## config.mk

```make
export PLATFORM = sky130hd
export DESIGN_NAME = cam_capture_csr
export DESIGN_NICKNAME = d
export VERILOG_FILES = /design/src/rtl/cam_csr_pkg.sv /design/src/rtl/cam_sync_edge.sv /design/src/rtl/cam_capture_csr.sv
export SDC_FILE = /design/constraint.sdc
export NUM_CORES = 1
export LEC_CHECK = 0
export CORE_AREA = 2 2 105 107
export CTS_CLUSTER_DIAMETER = 100
export DETAILED_ROUTE_END_ITERATION = 6
export DIE_AREA = 0 0 107 109
export PLACE_DENSITY = 0.8
export SKIP_CTS_REPAIR_TIMING = 1
export SYNTH_ARGS = -nofsm -noshare
export SYNTH_HDL_FRONTEND = slang
export SYNTH_HIERARCHICAL = 1
export SYNTH_SLANG_ARGS = --single-unit
```

## constraint.sdc

```tcl
create_clock -name clk -period 3.95 [get_ports clk]
set_input_delay 1.185 -clock clk [delete_from_list [all_inputs] [get_ports clk]]
set_output_delay 1.185 -clock clk [all_outputs]
set_load 0.05 [all_outputs]
```

## src/rtl/cam_csr_pkg.sv

```systemverilog
// cam_csr_pkg: shared state type, register map and bit indices for cam_capture_csr
package cam_csr_pkg;
  typedef enum logic [1:0] {IDLE, ARM, CAPTURE, DONE} state_t;
  localparam int ADDR_ID         = 0;
  localparam int ADDR_CTRL       = 1;
  localparam int ADDR_STATUS     = 2;
  localparam int ADDR_FRAME_CNT  = 3;
  localparam int ADDR_LAST_LINES = 4;
  localparam int ADDR_EXP_LINES  = 5;
  localparam int CTRL_EN         = 0;
  localparam int CTRL_SINGLE     = 1;
  localparam int CTRL_IRQ_EN     = 2;
  localparam int CTRL_PAT        = 3;
  localparam int ST_BUSY         = 0;
  localparam int ST_DONE         = 1;
  localparam int ST_LERR         = 2;
endpackage

```

## src/rtl/cam_sync_edge.sv

```systemverilog
// cam_sync_edge: multi-flop synchroniser for an async camera line with rise/fall pulses
module cam_sync_edge #(
  parameter int STAGES = 2
) (
  input  logic clk,
  input  logic reset,
  input  logic async_in,
  output logic rise,
  output logic fall
);
  logic [STAGES-1:0] sync;
  logic prev;
  always_ff @(posedge clk)
    if (reset) begin
      sync <= '0;
      prev <= 1'b0;
    end else begin
      sync <= {sync[STAGES-2:0], async_in};
      prev <= sync[STAGES-1];
    end
  assign rise = sync[STAGES-1] & ~prev;
  assign fall = ~sync[STAGES-1] & prev;
endmodule

```

## src/rtl/cam_capture_csr.sv

```systemverilog
// cam_capture_csr: Avalon-MM CSR block and frame-capture gating for the OV7670 path
module cam_capture_csr
  import cam_csr_pkg::*;
#(
  parameter int                DATA_W        = 32,
  parameter int                ADDR_W        = 3,
  parameter logic [DATA_W-1:0] ID_VALUE      = 'h2,
  parameter int                LINE_W        = 10,
  parameter int                CNT_W         = 16,
  parameter int                EXP_LINES_RST = 480,
  parameter int                HB_BITS       = 28,
  parameter int                SYNC_STAGES   = 2
) (
  input  logic              clk,
  input  logic              reset,
  input  logic              chipselect,
  input  logic              read,
  input  logic              write,
  input  logic [ADDR_W-1:0] address,
  input  logic [DATA_W-1:0] writedata,
  output logic [DATA_W-1:0] readdata,
  input  logic              cam_vsync,
  input  logic              cam_href,
  output logic              capture_en,
  output logic              frame_start,
  output logic [1:0]        pattern_sel,
  output logic              irq,
  output logic              led_heartbeat,
  output logic              led_busy
);
  state_t state;
  logic [4:0] ctrl;
  logic done, line_err;
  logic [CNT_W-1:0] frame_cnt;
  logic [LINE_W-1:0] last_lines, exp_lines, line_cnt, line_nxt;
  logic [HB_BITS-1:0] hb;
  logic vs_rise, vs_fall, hr_rise, hr_fall_unused;
  logic wr, rd, en, frame_end, set_err, clr_done, clr_err, clr_cnt, wdata_unused;
  logic [DATA_W-1:0] rmux;
  cam_sync_edge #(.STAGES(SYNC_STAGES)) u_vs (
    .clk(clk), .reset(reset), .async_in(cam_vsync), .rise(vs_rise), .fall(vs_fall)
  );
  cam_sync_edge #(.STAGES(SYNC_STAGES)) u_hr (
    .clk(clk), .reset(reset), .async_in(cam_href), .rise(hr_rise), .fall(hr_fall_unused)
  );
  assign wr            = chipselect & write;
  assign rd            = chipselect & read;
  assign en            = ctrl[CTRL_EN];
  assign line_nxt      = (hr_rise && !(&line_cnt)) ? line_cnt + 1'b1 : line_cnt;
  // an HREF edge landing on the VSYNC-rise cycle still belongs to this frame
  assign frame_end     = state == CAPTURE && en && vs_rise;
  assign set_err       = frame_end && line_nxt != exp_lines;
  assign clr_done      = wr && address == ADDR_W'(ADDR_STATUS) && writedata[ST_DONE];
  assign clr_err       = wr && address == ADDR_W'(ADDR_STATUS) && writedata[ST_LERR];
  assign clr_cnt       = wr && address == ADDR_W'(ADDR_FRAME_CNT);
  assign wdata_unused  = ^writedata;
  assign pattern_sel   = ctrl[CTRL_PAT+1:CTRL_PAT];
  assign led_busy      = state != IDLE;
  assign led_heartbeat = hb[HB_BITS-1];
  always_comb
    rmux = address == ADDR_W'(ADDR_ID)         ? ID_VALUE
         : address == ADDR_W'(ADDR_CTRL)       ? DATA_W'(ctrl)
         : address == ADDR_W'(ADDR_STATUS)     ? DATA_W'({line_err, done, led_busy})
         : address == ADDR_W'(ADDR_FRAME_CNT)  ? DATA_W'(frame_cnt)
         : address == ADDR_W'(ADDR_LAST_LINES) ? DATA_W'(last_lines)
         : address == ADDR_W'(ADDR_EXP_LINES)  ? DATA_W'(exp_lines)
         : '0;
  always_ff @(posedge clk)
    if (reset) begin
      state       <= IDLE;
      ctrl        <= '0;
      done        <= 1'b0;
      line_err    <= 1'b0;
      frame_cnt   <= '0;
      last_lines  <= '0;
      exp_lines   <= LINE_W'(EXP_LINES_RST);
      line_cnt    <= '0;
      capture_en  <= 1'b0;
      frame_start <= 1'b0;
      irq         <= 1'b0;
      hb          <= '0;
      readdata    <= '0;
    end else begin
      hb          <= hb + 1'b1;
      frame_start <= 1'b0;
      irq         <= ctrl[CTRL_IRQ_EN] & (done | line_err);
      if (rd) readdata <= rmux;
      // a CPU write to CTRL overrides the auto-clear of enable on completion
      if (wr && address == ADDR_W'(ADDR_CTRL)) ctrl <= writedata[4:0];
      else if (state == DONE) ctrl[CTRL_EN] <= 1'b0;
      if (wr && address == ADDR_W'(ADDR_EXP_LINES)) exp_lines <= writedata[LINE_W-1:0];
      done      <= (state == DONE) | (done & ~clr_done);
      line_err  <= set_err | (line_err & ~clr_err);
      frame_cnt <= (clr_cnt ? '0 : frame_cnt) + CNT_W'(frame_end);
      if (frame_end) last_lines <= line_nxt;
      case (state)
        IDLE: if (en) state <= ARM;
        ARM:
          if (!en) state <= IDLE;
          else if (vs_fall) begin
            state       <= CAPTURE;
            frame_start <= 1'b1;
            capture_en  <= 1'b1;
            line_cnt    <= '0;
          end
        CAPTURE:
          if (!en) begin
            state      <= IDLE;
            capture_en <= 1'b0;
          end else begin
            line_cnt <= line_nxt;
            if (vs_rise) begin
              capture_en <= 1'b0;
              state      <= ctrl[CTRL_SINGLE] ? DONE : ARM;
            end
          end
        DONE: state <= IDLE;
        default: state <= IDLE;
      endcase
    end
endmodule

```

==> results.md <==
| Result | Reported | Unit |
| --- | --- | --- |
| Final setup violation count | 0 | - |
| Detailed router's first-iteration violation count | 298 | - |
| Pre-CTS worst setup slack | 0.307 | ns |
| Final routed DRC violation total | 0 | - |
| HPWL reported at the end of detailed placement | 8430 | µm |
| Amount of wire on met2 after detailed routing | 5880 | µm |
| Setup repair after global routing missed its margin | false | - |
| Routed met1 length | 5380 | µm |
| Cell with the largest stage delay on the worst path | sky130_fd_sc_hd__nor3_1 | - |
| Cells after Synth | 610 | - |
| Fraction of power spent switching nets | 0.274 | - |
| Cell-by-cell trace of the critical path | clkdlybuf4s50_1, nand2_1, or2_2, and2_1, ha_1, and3_1, nand2_1, nor3_1, nand3_1, xor2_1, nor2_1 | - |
| Pwr Total | 0.00193 | W |
| Area growth from synthesis to final layout | 13.0 | % |
| Remaining number of nets flagged by the antenna check after routing | 0 | - |
| Fraction of power consumed by combinational cells | 0.091 | - |
| Global-route usage over all layers | 0.214 | - |
| Data arrival time at the worst-slack endpoint | 3.67 | ns |
| Area of the mapped netlist | 0.00514 | mm² |
| Leading cell type in the layout, fill and taps excluded | sky130_fd_sc_hd__dfxtp_1 | - |
| Slew at the pin closest to its max-slew limit | 0.772 | ns |
| Switching power | 0.000529 | W |
| Number of failing hold endpoints at the final stage | 0 | - |
| Endpoint required time on the critical path | 4.22 | ns |
| Count of pins over their slew limit | 0 | - |
| Cell-internal power | 0.00140 | W |
| # port buffers | 42 | - |
| Combined buffer and inverter count along the critical path | 1 | - |
| Share of layout cells above drive strength 1 | 0.0573 | - |
| Cell type group with the largest total delay on the critical path | simple AND/OR/NAND/NOR gates | - |
| Min-Delay Path Class | reg2reg | - |
| Number of ports placed on the die boundary | 81 | - |
| Total Nets Final | 687 | - |
| Die Span Y | 109 | µm |
| Die Outline Area | 0.0117 | mm² |
| Uppermost metal layer occupied by signal nets | met4 | - |
| Total overflow reported by the global router | 0 | - |
| Worst Skew | 0.0118 | ns |
| Total Negative Setup Slacks | 0 | ns |
| Skew-Pair Late Insertion Delay | 0.38 | ns |
| Global-route wire length before repair | 20,000 | µm |
| Num CTS Buffers | 9 | - |
| Critical Path Source Type | input pin | - |
| Most frequent cell on the critical path | sky130_fd_sc_hd__nand2_1 | - |
| Num rows | 38 | - |
| Fmax | 294 | MHz |
| Worst-case headroom to the max-slew limit | 0.484 | - |
| Core footprint | 0.0106 | mm² |
| Detail-routed net length per standard cell | 15.2 | µm |
| Pwr Density | 331 | mW/mm² |
| Number of H-tree levels | 3 | - |
| Total Routed Length | 11,900 | µm |
| Detail Route met3 WL | 469 | µm |
| Outcome | finished, final reports clean | - |
| Commonest cells after routing, fill and taps aside | 108 x sky130_fd_sc_hd__dfxtp_1, 100 x sky130_fd_sc_hd__nor2_1, 48 x sky130_fd_sc_hd__nand2_1 | - |
| Final critical-path share of the clock period | 0.861 | - |
| Worst ir drop on vdd | 0.237 | mV |
| Bufs on Longest Clock Path | 2 | - |
| Horizontal die dimension | 107 | µm |
| Antenna violations before repair | 0 | - |
| Count of max-cap constraint violations | 0 | - |
| Minimum setup slack in the final design | 0.549 | ns |
| Total of fill cells in the finished design | 945 | - |
| Leakage power | 2.17 | nW |
| Via density | 5.56 | - |
| Area after DPL | 0.00563 | mm² |
| Worst setup EP type | flip-flop | - |
| Inserted Diodes | 0 | - |
| Clock root buffer | sky130_fd_sc_hd__clkbuf_8 | - |
| Clock sinks | 108 | - |
| Design area | 0.00581 | mm² |
| First-pass iteration count of the detailed router | 5 | - |
| Highest fanout seen on the critical path | 8 | - |
| Clock share of power | 0.332 | - |
| Clock period minus worst slack | 3.40 | ns |
| Sequential share of power | 0.577 | - |
| Via count of the first global-routing pass | 4,149 | - |
| Class of the most critical setup path | in2reg | - |
| Pin count of the biggest net entering global routing | 64 | - |
| Vias | 4,367 | - |
| Clock transition at the registers of the reported paths | 0.11 | ns |
| Starting density of the core | 0.485 | - |
| Synth warnings | 6 | - |
| TritonCTS clock tree | yes | - |
| CP max stage delay | 0.52 | ns |
| Mean post-synth cell area | 8.43 | µm² |
| Weighted congestion at the end of routability-driven global placement | 0.901 | - |
-- worst register-to-register path, cell delays in order (launching register included) --
cell and delay [ns]:
sky130_fd_sc_hd__dfxtp_1 0.42, sky130_fd_sc_hd__nor2b_1 0.25, sky130_fd_sc_hd__and2_1 0.46, sky130_fd_sc_hd__nand2_1 0.32
sky130_fd_sc_hd__inv_1 0.16, sky130_fd_sc_hd__ha_1 0.19, sky130_fd_sc_hd__and3_1 0.21, sky130_fd_sc_hd__nand2_1 0.09
sky130_fd_sc_hd__nor3_1 0.52, sky130_fd_sc_hd__nand3_1 0.18, sky130_fd_sc_hd__xor2_1 0.17, sky130_fd_sc_hd__nor2_1 0.05
-- state kept, by name, indices dropped and copies added (netlist names) --
name,flops
hb,28
frame_cnt,16
readdata,16
exp_lines,10
last_lines,10
line_cnt,10
ctrl,5
state,2
u_hr/sync,2
u_vs/sync,2
capture_en,1
done,1
frame_start,1
irq,1
line_err,1
u_hr/prev,1
u_vs/prev,1
-- area by class of cell --
type / instances / area (µm²) / area share
multi-input combinational: 461 / 2750 / 0.474
inverter: 9 / 33.8 / 0.00581
clock buffer: 9 / 124 / 0.0213
sequential: 108 / 2160 / 0.372
timing repair buffer: 52 / 503 / 0.0865
clock inverter: 7 / 61.3 / 0.0105
tap: 140 / 175 / 0.0301
-- metrics by stage --
step           std cells  hold slack [ns]  utilization
6_report             786            0.450        0.548
5_1_grt              786            0.479        0.548
4_1_cts              786            0.451        0.548
3_5_place_dp         770            0.426        0.531
3_3_place_gp         770            0.416        0.531
2_1_floorplan        625            0.414            -
-- path summary, 6_finish.rpt --
check             slack, ns  cells after the start                     from                        to
hold / removal         0.45                      1  u_vs/sync[0]$_SDFF_PP0_   u_vs/sync[1]$_SDFF_PP0_
hold reg to reg        0.45                      1  u_vs/sync[0]$_SDFF_PP0_   u_vs/sync[1]$_SDFF_PP0_
setup / recovery       0.55                     11               chipselect  frame_cnt[15]$_SDFF_PP0_
setup reg to reg       0.81                     11    state[1]$_SDFFE_PP0P_  frame_cnt[15]$_SDFF_PP0_
-- power groups by stage --
stage,registers [W],clock network (W),logic [W]
floorplan,0.00116,0,0.000109
global placement,0.00114,0,0.000171
detailed placement,0.00114,0,0.000174
CTS,0.00111,0.000662,0.000175
global route,0.00111,0.000709,0.000186
finish,0.00111,0.000640,0.000175
-- routing by layer --
| metal | GRT usage | vias up |
|---|---|---|
| li1 | - | 2136 |
| met1 | 0.268 | 2092 |
| met2 | 0.367 | 121 |
| met3 | 0.0400 | 18 |
| met4 | 0.0826 | 0 |
| met5 | 0 | - |
Note: power is estimated with default switching activity, not from simulation.
==> variant 1: new RTL, same settings <==
The parameter `ADDR_W` goes from 3 to 4.
--- a/src/rtl/cam_capture_csr.sv
+++ b/src/rtl/cam_capture_csr.sv
@@ -3,7 +3,7 @@
   import cam_csr_pkg::*;
 #(
   parameter int                DATA_W        = 32,
-  parameter int                ADDR_W        = 3,
+  parameter int                ADDR_W        = 4,
   parameter logic [DATA_W-1:0] ID_VALUE      = 'h2,
   parameter int                LINE_W        = 10,
   parameter int                CNT_W         = 16,
Ports: changed (resized address); port bits go from 81 to 82. The function was not compared with the original's and may differ.
==> variant 1 against the unedited design <==
- worst setup slack improved by 0.14 ns
- clock skew is 0.00057 ns lower
- count of clock-buffer cells in the layout is 1 higher
- total power down 1.3%
- fmax is 4.2% higher
- synthesized cell count rose by 10%
- sequential cell count unchanged
- clock power grew 1%
- synthesized area is 6.6% higher
- cell area increased by 5.4%
- routed wire length grew 9.0%
- critical endpoint is now frame_cnt[13]$_SDFF_PP0_
==> variant 1: results (changes against the unedited design) <==
| Metric | Value |
|---|---|
| GRT Util Overall | 23.1% (was 21.4%) |
| Final hold slack | 0.444 ns (was 0.450 ns) |
| Worst hold path class | flop to flop (unchanged) |
| Clk slew on worst S/H paths | 0.10 ns |
| Largest net degree at the start of global routing | 34 (was 64) |
| Initial antenna violation count | 0 (unchanged) |
| Crit path max fanout | 6 (was 8) |
| Slowest cell delay on critical path | 0.61 ns (was 0.52 ns) |
| Yosys warning count | 6 (unchanged) |
| Lkg Pwr | 2.27 nW (was 2.17 nW) |
| Net Switching | 0.000504 W (was 0.000529 W) |
| Initial detailed-routing violation count | 365 (was 298) |
| Clock skew | 0.0112 ns (was 0.0118 ns) |
| Max-slew violations | 0 (unchanged) |
| Routed via count | 4713 (was 4367) |
| Top flop regs | hb: 28 flops, frame_cnt: 16 flops, readdata: 16 flops (unchanged) |
| Filler cells | 970 (was 945) |
| Critical path endpoint | frame_cnt[13]$_SDFF_PP0_ (was frame_cnt[15]$_SDFF_PP0_) |
| CTS max path bufs | 2 (unchanged) |
| Worst reg-to-reg setup slack | 0.88 ns (was 0.81 ns) |
| H-tree levels | 3 (unchanged) |
| Critical path data arrival time | 3.55 ns (was 3.67 ns) |
| DRT Wirelength | 13.0 mm (was 11.9 mm) |
| Clk power | 0.000648 W (was 0.000640 W) |
| CP top delay family | simple AND/OR/NAND/NOR gates (unchanged) |
| Headroom to the max-slew limit | 44.8% (was 48.4%) |
| Placer congestion estimate | 0.930 (was 0.901) |
| Outcome | finished clean (unchanged) |
| Slowest CP cell | clkdlybuf4s50_1 (was nor3_1) |
| Min-delay src | u_hr/sync[0]$_SDFF_PP0_ (was u_vs/sync[0]$_SDFF_PP0_) |
| Inserted Clock Buffers | 9 (unchanged) |
| FF-to-FF Start | state[1]$_SDFFE_PP0P_ (unchanged) |
| Worst skew pair latency | 0.39 ns |
| Number of global-route vias before repair | 4430 (was 4149) |
| Worst hold path depth | 1 (unchanged) |
| Start point of the critical path | address[2] (was chipselect) |
| CTS Root Cell | clkbuf_8 (unchanged) |
| Fin nets | 751 (was 687) |
| Share of cells above drive strength 1 | 6.06% (was 5.73%) |
| Seq. pwr | 0.00110 W |
| DRT Pass-1 Iters | 4 (was 5) |
| Global-route wire length before repair | 21.3 mm (was 20.0 mm) |
| Dpl hpwl | 9.53 mm (was 8.43 mm) |
| Hold endpoint | u_hr/sync[1]$_SDFF_PP0_ (was u_vs/sync[1]$_SDFF_PP0_) |
| R2r worst-path depth | 11 (unchanged) |
| Max IR drop VDD | 0.239 mV (was 0.237 mV) |
| PortBufs | 43 (was 42) |
| Ant diodes | 0 (unchanged) |
## variant 1: routing by layer
| metal | up-vias | global-route usage (%) | routed length (um) |
|---|---|---|---|
| li1 | 2345 | - | - |
| met1 | 2223 | 29.4 | 5900 |
| met2 | 120 | 37.9 | 6110 |
| met3 | 25 | 4.06 | 607 |
| met4 | 0 | 11.7 | 402 |
| met5 | - | 0 | 0 |
## variant 1: cell type report
class / instances / area share [%]
clock inverter: 6 / 0.776
timing repair buffer: 61 / 9.35
inverter: 21 / 1.29
multi-input combinational: 503 / 48.2
sequential: 108 / 35.3
clock buffer: 10 / 2.25
tap: 140 / 2.86
## variant 1: per-stage QoR
stage	cells	setup slack, ns	total power [W]	area (um^2)
floorplan	688	0.808	0.00124	5540
global placement	833	0.386	0.00127	5940
detailed placement	833	0.346	0.00128	5940
CTS	849	0.752	0.00191	6130
global route	849	0.397	0.00196	6130
finish	849	0.685	0.00190	6130
==> variant 2: new RTL, same settings <==
Without the edit above. Make the reset (`reset`) asynchronous in 2 clocked blocks.
--- a/src/rtl/cam_sync_edge.sv
+++ b/src/rtl/cam_sync_edge.sv
@@ -10,7 +10,7 @@
 );
   logic [STAGES-1:0] sync;
   logic prev;
-  always_ff @(posedge clk)
+  always_ff @(posedge clk or posedge reset)
     if (reset) begin
       sync <= '0;
       prev <= 1'b0;
--- a/src/rtl/cam_capture_csr.sv
+++ b/src/rtl/cam_capture_csr.sv
@@ -65,7 +65,7 @@
          : address == ADDR_W'(ADDR_LAST_LINES) ? DATA_W'(last_lines)
          : address == ADDR_W'(ADDR_EXP_LINES)  ? DATA_W'(exp_lines)
          : '0;
-  always_ff @(posedge clk)
+  always_ff @(posedge clk or posedge reset)
     if (reset) begin
       state       <= IDLE;
       ctrl        <= '0;
Formal check against the unedited RTL: differs if reset is asserted again (counterexample within 4 cycles, from zero or initial values and one cycle with reset high); with reset held inactive, the same outputs for 10 cycles.
==> variant 2 against the unedited design <==
- routed wire length down 0.44%
- sequential cell count unchanged
- cell area up 9.1%
- synthesized area up 10%
- clock skew up 0.0015 ns
- fmax up 3.0%
- worst setup slack better by 0.098 ns
- global-route usage up 0.23 points
- final cell count down 1.3%
- highest routed layer unchanged
Power is not compared: it rests on default switching activity, and its combinational part moved more than twofold at a synthesized area within 25%.
==> variant 2: results (changes against the unedited design) <==
| Metric | Value |
|---|---|
| Global-route wire length before repair | 20.0 mm (about the same) |
| Dpl hpwl | 8.55 mm (was 8.43 mm) |
| Slew @ Worst Pin | 0.783 ns (was 0.772 ns) |
| Outcome | finished clean (unchanged) |
| Worst hold path depth | 0 (was 1) |
| Max IR drop VDD | 0.288 mV |
| Slowest cell delay on critical path | 0.42 ns (was 0.52 ns) |
| Routed vias/inst | 5.63 (was 5.56) |
| CTS Root Cell | clkbuf_8 (unchanged) |
| Start point of the critical path | address[2] (was chipselect) |
| ANT nets after route | 0 (unchanged) |
| DRT Wirelength | 11.9 mm (about the same) |
| Top flop regs | hb: 28 flops, frame_cnt: 16 flops, readdata: 16 flops (unchanged) |
| Hold endpoint | u_hr/sync[1]$_DFF_PP0_ (was u_vs/sync[1]$_SDFF_PP0_) |
| Initial antenna violation count | 0 (unchanged) |
| Clk slew on worst S/H paths | 0.11 ns (about the same) |
| Lkg Pwr | 2.74 nW |
| Ant diodes | 0 (unchanged) |
| Critical path endpoint | frame_cnt[8]$_DFF_PP0_ (was frame_cnt[15]$_SDFF_PP0_) |
| Worst skew pair latency | 0.38 ns (about the same) |
| DRT Pass-1 Iters | 5 (unchanged) |
| Placed Area | 0.00615 mm^2 (was 0.00563 mm^2) |
| Initial detailed-routing violation count | 388 (was 298) |
| Reg2reg end | frame_cnt[8]$_DFF_PP0_ (was frame_cnt[15]$_SDFF_PP0_) |
| GRT Util Overall | 21.7% (was 21.4%) |
| H-tree levels | 3 (unchanged) |
| Final hold slack | 0.364 ns (was 0.450 ns) |
| Worst reg-to-reg setup slack | 1.31 ns (was 0.81 ns) |
| Period utilization | 83.6% (was 86.1%) |
| Fin nets | 677 (was 687) |
| CTS max path bufs | 2 (unchanged) |
| Wire per inst | 15.3 um (was 15.2 um) |
| FF-to-FF Start | state[1]$_DFFE_PP0P_ (was state[1]$_SDFFE_PP0P_) |
| Placer congestion estimate | 0.929 (was 0.901) |
| Cell count after placement | 760 (was 770) |
| Min-delay src | u_hr/sync[0]$_DFF_PP0_ (was u_vs/sync[0]$_SDFF_PP0_) |
| Yosys warning count | 6 (unchanged) |
| Clock skew | 0.0133 ns (was 0.0118 ns) |
| Worst hold path class | flop to flop (unchanged) |
| R2r worst-path depth | 12 (was 11) |
| Number of global-route vias before repair | 4169 (was 4149) |
| Inserted Clock Buffers | 9 (unchanged) |
| Slowest CP cell | clkdlybuf4s50_1 (was nor3_1) |
| Share of cells above drive strength 1 | 9.75% (was 5.73%) |
| PortBufs | 42 (unchanged) |
| Largest net degree at the start of global routing | 64 (unchanged) |
| Dpl ws | 0.270 ns (was 0.307 ns) |
| Worst Path Class, Setup | input pin to flop (unchanged) |
| Mean post-synth cell area | 9.44 um^2 (was 8.43 um^2) |
| Crit path max fanout | 6 (was 8) |
==> variant 2: worst max-delay path: cells and delay by family <==
family | cells | cell delay [ns]
adders and majority gates | 2 | 0.41
xor gates and xnor gates | 1 | 0.15
buffers and inverters | 1 | 0.42
and+or+nand+nor | 7 | 1.41
==> variant 2: cell type report <==
cell class	instances	area, um^2
inverter	15	58.8
timing repair buffer	54	523
fill	906	4260
sequential	108	2710
multi-input combinational	443	2680
clock inverter	7	66.3
clock buffer	9	124
tap	140	175
==> variant 2: where the power goes <==
| part | switching, W | internal [W] |
|---|---|---|
| sequential | 0.0000964 | 0.00119 |
| clock | 0.000407 | 0.000246 |
| combinational | 0.000295 | 0.000184 |
==> variant 2: metal layers <==
layer  up-vias  wire length (um)  track usage [%]
li1       2088                 -                -
met1      2136              5450             29.8
met2       138              5650             34.9
met3        10               660             4.66
met4         0               132             6.12
met5         -                 0                0
